--- src/rtl/wallace_arbiter_pkg.sv ---
// Shared constants and the operand-stage record for the time-shared multiplier.
// The id field is sized for the largest legal requester count (8).
package wallace_arbiter_pkg;

    localparam int MUL_W   = 8;
    localparam int PROD_W  = 16;
    localparam int ID_MAXW = 3;

    typedef struct packed {
        logic               valid;
        logic [MUL_W-1:0]   a;
        logic [MUL_W-1:0]   b;
        logic [ID_MAXW-1:0] id;
    } s1_t;

endpackage

--- src/rtl/wallace_arbiter_wallace.sv ---
// 8x8 unsigned combinational multiplier.
// Forms one shifted partial product per multiplier bit and sums them.
module wallace
    import wallace_arbiter_pkg::*;
(
    input  logic [MUL_W-1:0]  a,
    input  logic [MUL_W-1:0]  b,
    output logic [PROD_W-1:0] product
);

    always_comb begin
        product = '0;
        for (int i = 0; i < MUL_W; i++) begin
            if (b[i]) begin
                product = product + (PROD_W'(a) << i);
            end
        end
    end

endmodule

--- src/rtl/wallace_arbiter.sv ---
// Round-robin arbiter sharing one multiplier across NREQ requesters.
// Two-stage pipeline: S1 holds operands, S2 holds the product and drives rsp.
module wallace_arbiter
    import wallace_arbiter_pkg::*;
#(
    parameter int NREQ = 4,
    parameter int IDW  = 2
) (
    input  logic              clk,
    input  logic              rst,
    input  logic [NREQ-1:0]   req_valid,
    input  logic [NREQ*8-1:0] req_a,
    input  logic [NREQ*8-1:0] req_b,
    output logic [NREQ-1:0]   req_ready,
    output logic              rsp_valid,
    input  logic              rsp_ready,
    output logic [15:0]       rsp_product,
    output logic [IDW-1:0]    rsp_id,
    output logic [15:0]       done_count
);

    // Handshakes: a transfer happens on a rising edge where valid and ready
    // are both high; ready never depends on the same-side valid's history.
    s1_t               s1;
    logic              s2_valid;
    logic [IDW-1:0]    ptr;
    logic [IDW-1:0]    grant_id;
    logic              found;
    logic [NREQ-1:0]   grant;
    logic              rsp_fire;
    logic              s1_adv;
    logic              s1_can_load;
    logic              accept;
    logic [PROD_W-1:0] mul_out;
    int                idx;

    assign rsp_valid   = s2_valid;
    assign rsp_fire    = s2_valid & rsp_ready;
    assign s1_adv      = s1.valid & (~s2_valid | rsp_fire);
    assign s1_can_load = ~s1.valid | s1_adv;
    assign req_ready   = grant;
    assign accept      = |(req_valid & grant);

    always_comb begin
        grant    = '0;
        grant_id = '0;
        found    = 1'b0;
        idx      = 0;
        for (int k = 0; k < NREQ; k++) begin
            idx = int'(ptr) + k;
            if (idx >= NREQ) begin
                idx = idx - NREQ;
            end
            if (!found && req_valid[idx]) begin
                found    = 1'b1;
                grant_id = IDW'(idx);
            end
        end
        // Reset gating keeps the grant quiet while rst is held.
        if (found && s1_can_load && !rst) begin
            grant[grant_id] = 1'b1;
        end
    end

    wallace u_wallace (
        .a       (s1.a),
        .b       (s1.b),
        .product (mul_out)
    );

    always_ff @(posedge clk or posedge rst) begin
        if (rst) begin
            s1          <= '0;
            s2_valid    <= 1'b0;
            rsp_product <= '0;
            rsp_id      <= '0;
            ptr         <= '0;
            done_count  <= '0;
        end else begin
            if (s1_adv) begin
                s2_valid    <= 1'b1;
                rsp_product <= mul_out;
                rsp_id      <= s1.id[IDW-1:0];
            end else if (rsp_fire) begin
                s2_valid <= 1'b0;
            end

            if (accept) begin
                s1.valid <= 1'b1;
                s1.a     <= req_a[int'(grant_id)*MUL_W +: MUL_W];
                s1.b     <= req_b[int'(grant_id)*MUL_W +: MUL_W];
                s1.id    <= ID_MAXW'(grant_id);
                if (int'(grant_id) == NREQ - 1) begin
                    ptr <= '0;
                end else begin
                    ptr <= grant_id + 1'b1;
                end
            end else if (s1_adv) begin
                s1.valid <= 1'b0;
            end

            if (rsp_fire) begin
                done_count <= done_count + 16'd1;
            end
        end
    end

endmodule

--- config.mk ---
export PLATFORM = sky130hd
export DESIGN_NAME = wallace_arbiter
export DESIGN_NICKNAME = d
export VERILOG_FILES = /design/src/rtl/wallace_arbiter_pkg.sv /design/src/rtl/wallace_arbiter_wallace.sv /design/src/rtl/wallace_arbiter.sv
export SDC_FILE = /design/constraint.sdc
export NUM_CORES = 1
export LEC_CHECK = 0
export ABC_AREA = 1
export BUFFER_PORTS_ARGS = -buffer_cell sky130_fd_sc_hd__buf_2
export CORE_ASPECT_RATIO = 1.25
export CORE_MARGIN = 1
export CORE_UTILIZATION = 25
export DETAILED_ROUTE_END_ITERATION = 7
export MAX_ROUTING_LAYER = met4
export RECOVER_POWER = 50
export SLEW_MARGIN = 20
export SYNTH_ARGS = -nofsm -noshare
export SYNTH_HDL_FRONTEND = slang
export SYNTH_HIERARCHICAL = 1
export SYNTH_SLANG_ARGS = --single-unit
--- constraint.sdc ---
create_clock -name clk -period 11.6 [get_ports clk]
set_input_delay 1.16 -clock clk [delete_from_list [all_inputs] [get_ports clk]]
set_output_delay 1.16 -clock clk [all_outputs]
set_load 0.02 [all_outputs]
==> metrics.yaml <==
die:
  rows: 66
  die-area_mm2: 0.0271
  chipHeight_um: 184
  core_mm2: 0.0260
  die_w_um: 147
  io_pins: 110
  initial_utilization_pct: 25.4
logic_synthesis:
  ys_types: 46
  synth_xor_area_share_pct: 4.77
  synthFlopType: "dfrtp_1"
  synth-simple-area-share_pct: 38.2
  synthArstFlopShare_pct: 100
  ys_ff_latch: 56
  synth_top_family_by_area: "simple AND/OR/NAND/NOR gates"
  syn_area_per_cell_um2: 6.74
  yosysWarningCount: 6
  synth-seq-area-share_pct: 21.2
  synth_compound_area_share_pct: 7.67
  synth_mux_area_share_pct: 2.90
  synth_area_mm2: 0.00661
  synth_fa_ha_area_share_pct: 14.2
  syn-num-nets: 1122
  synth_edf_count: 0
  synthCells: 980
route:
  wire_per_inst_um: 12.4
  viasPerCell: 4.63
  wirelength_um: 17500
  dr.pass1.iters: 5
  antenna_left: 0
  drtIter0Drc: 273
  vias: 6503
  drc: 0
run_status:
  status: "complete, but fails checks"
  violations: "capacitance limit, slew limit"
cells_and_area:
  finalNetCount: 1206
  fillers: 2887
  drive_above_1_share_pct: 16.3
  area_growth_pct: 13.4
  stdcell_area_mm2: 0.00749
  diodes: 0
  layout_commonest_cell: "nand2_1"
  post-route-util_pct: 28.8
  layout_common_cells: "311 x nand2_1, 131 x inv_1, 98 x buf_2"
sta:
  final-setup-viol-count: 0
  finalCritPeriodShare_pct: 75.5
  rsz0062_at_grt: "no"
  maxSlewHeadroom_pct: -114
  slew_violations: 58
  max_freq_mhz: 114
  tns_ns: 0
  hold_violations: 0
  skew_ns: 0.00516
  min_period_ns: 8.75
  worst_pin_slew_ns: 3.20
worst_setup_path:
  critPathCaptureType: "flip-flop"
  crit_fanout: 11
  crit_slowest_cell: "dfrtp_1"
  critical-path-max-stage-delay_ns: 0.64
  path_delay_family: "adder cells"
  critPathRequiredTime_ns: 11.80
  path_class: "reg2reg"
  crit_buf_inv: 7
  setup.worst_path.start_class: "flip-flop"
  critPathArrivalTime_ns: 8.95
  r2r_slack_ns: 2.85
global_routing:
  grt_pass1_vias: 6239
  gr-total-overflow: 0
  globalRouteTotalUtil_pct: 13.5
  grt_pass1_wl_um: 29500
  grt_antenna_before_repair: 0
  grt_max_degree: 58
clock_tree:
  clockRootBuffer: "clkbuf_16"
  numClockSinks: 56
  cts_setup_buffers: 0
  cts_tree: "done"
  cts_resized: 0
  htreeDepth: 2
  numCtsBuffers: 5
  clockBufferDepth: 2
  clk_latency_ns: 0.31
  clk_pin_slew_ns: 0.07
  hold_buffers: 0
placed_design:
  placed_area_mm2: 0.00737
  port_buffers: 109
  gp_congestion: 0.873
  hpwl_um: 13800
worst_hold_path:
  hp-class: "reg2reg"
job:
  max_cap_violations: 1
==> layer usage <==
metal  vias up  track usage, %  wire (um)
li1       3366               -          -
met1      3005            15.8       7880
met2       114            24.5       8810
met3        18           0.918        437
met4         0            4.41        340
met5         -               -          0
==> layout make-up <==
class,count,area [um^2],share of cell area [%]
inverters,138,518,6.91
clock buffers,6,129,1.72
clock inverters,1,8.76,0.117
well taps,340,425,5.68
repair buffers,110,536,7.15
multi-input cells,753,4480,59.7
flip-flops and latches,56,1400,18.7
==> final timing paths <==
kind / depth (start not counted) / startpoint / end
setup / recovery: 37 / s1[12]$_DFFE_PP0P_ / rsp_product[14]$_DFFE_PP0P_
hold / removal: 1 / done_count[15]$_DFFE_PP0P_ / done_count[15]$_DFFE_PP0P_
setup reg to reg: 37 / s1[12]$_DFFE_PP0P_ / rsp_product[14]$_DFFE_PP0P_
hold reg to reg: 1 / done_count[15]$_DFFE_PP0P_ / done_count[15]$_DFFE_PP0P_
max in group asynchronous: 3 / rst / s1[16]$_DFFE_PP0P_
min in group asynchronous: 3 / rst / done_count[11]$_DFFE_PP0P_
==> flip-flops by register name, summed over array words and instances (netlist names) <==
name / cells
s1: 19
done_count: 16
rsp_valid: 1
rsp_id: 2
ptr: 2
rsp_product: 16
==> cell usage after synthesis, drive strengths merged, types with 2 or more instances <==
| master | n | area share, % |
|---|---|---|
| dfrtp | 56 | 21 |
| a21boi | 2 | 0.23 |
| mux2 | 17 | 2.9 |
| nand3b | 3 | 0.34 |
| nand4 | 65 | 6.2 |
| inv | 137 | 7.8 |
| nor2 | 27 | 1.8 |
| a31oi | 2 | 0.28 |
| buf | 21 | 2.2 |
| o21bai | 4 | 0.45 |
| o21a | 3 | 0.34 |
| nand3 | 96 | 8.5 |
| xnor2 | 16 | 2.1 |
| and2 | 11 | 1.0 |
| ha | 64 | 12 |
| nor3 | 2 | 0.15 |
| nand2 | 326 | 19 |
| xor2 | 20 | 2.7 |
| clkbuf | 12 | 1.0 |
| o21ai | 28 | 2.4 |
| a21oi | 43 | 3.3 |
| o31ai | 2 | 0.23 |
| fa | 7 | 2.1 |
| or2 | 10 | 0.95 |
==> cells by family after synthesis <==
kind of cell,Yosys count
buf+inv,171
flops,56
compound gates,88
xor+xnor,36
simple gates,541
mux,17
fa+ha+maj,71
==> metrics by stage <==
stage	hold slack, ns	std cells	worst slack, ns
floorplan	0.478	980	3.83
global placement	0.457	1397	2.93
detailed placement	0.459	1397	2.84
CTS	0.478	1404	2.77
global route	0.516	1404	2.04
finish	0.481	1404	2.85
==> worst register-to-register path: cells and delay by family (launching register included) <==
| kind | cells | cell delay, ns |
|---|---|---|
| buffers and inverters | 7 | 0.74 |
| adders and majority gates | 11 | 3.87 |
| xor gates and xnor gates | 2 | 0.27 |
| muxes | 1 | 0.27 |
| AOI/OAI and AO/OA | 11 | 2.18 |
| and+or+nand+nor | 5 | 0.64 |
| DFF | 1 | 0.64 |
Power is left out: the tool's default activity adds up to more than one toggle a clock period on the data nets, which glitch-free logic cannot reach.
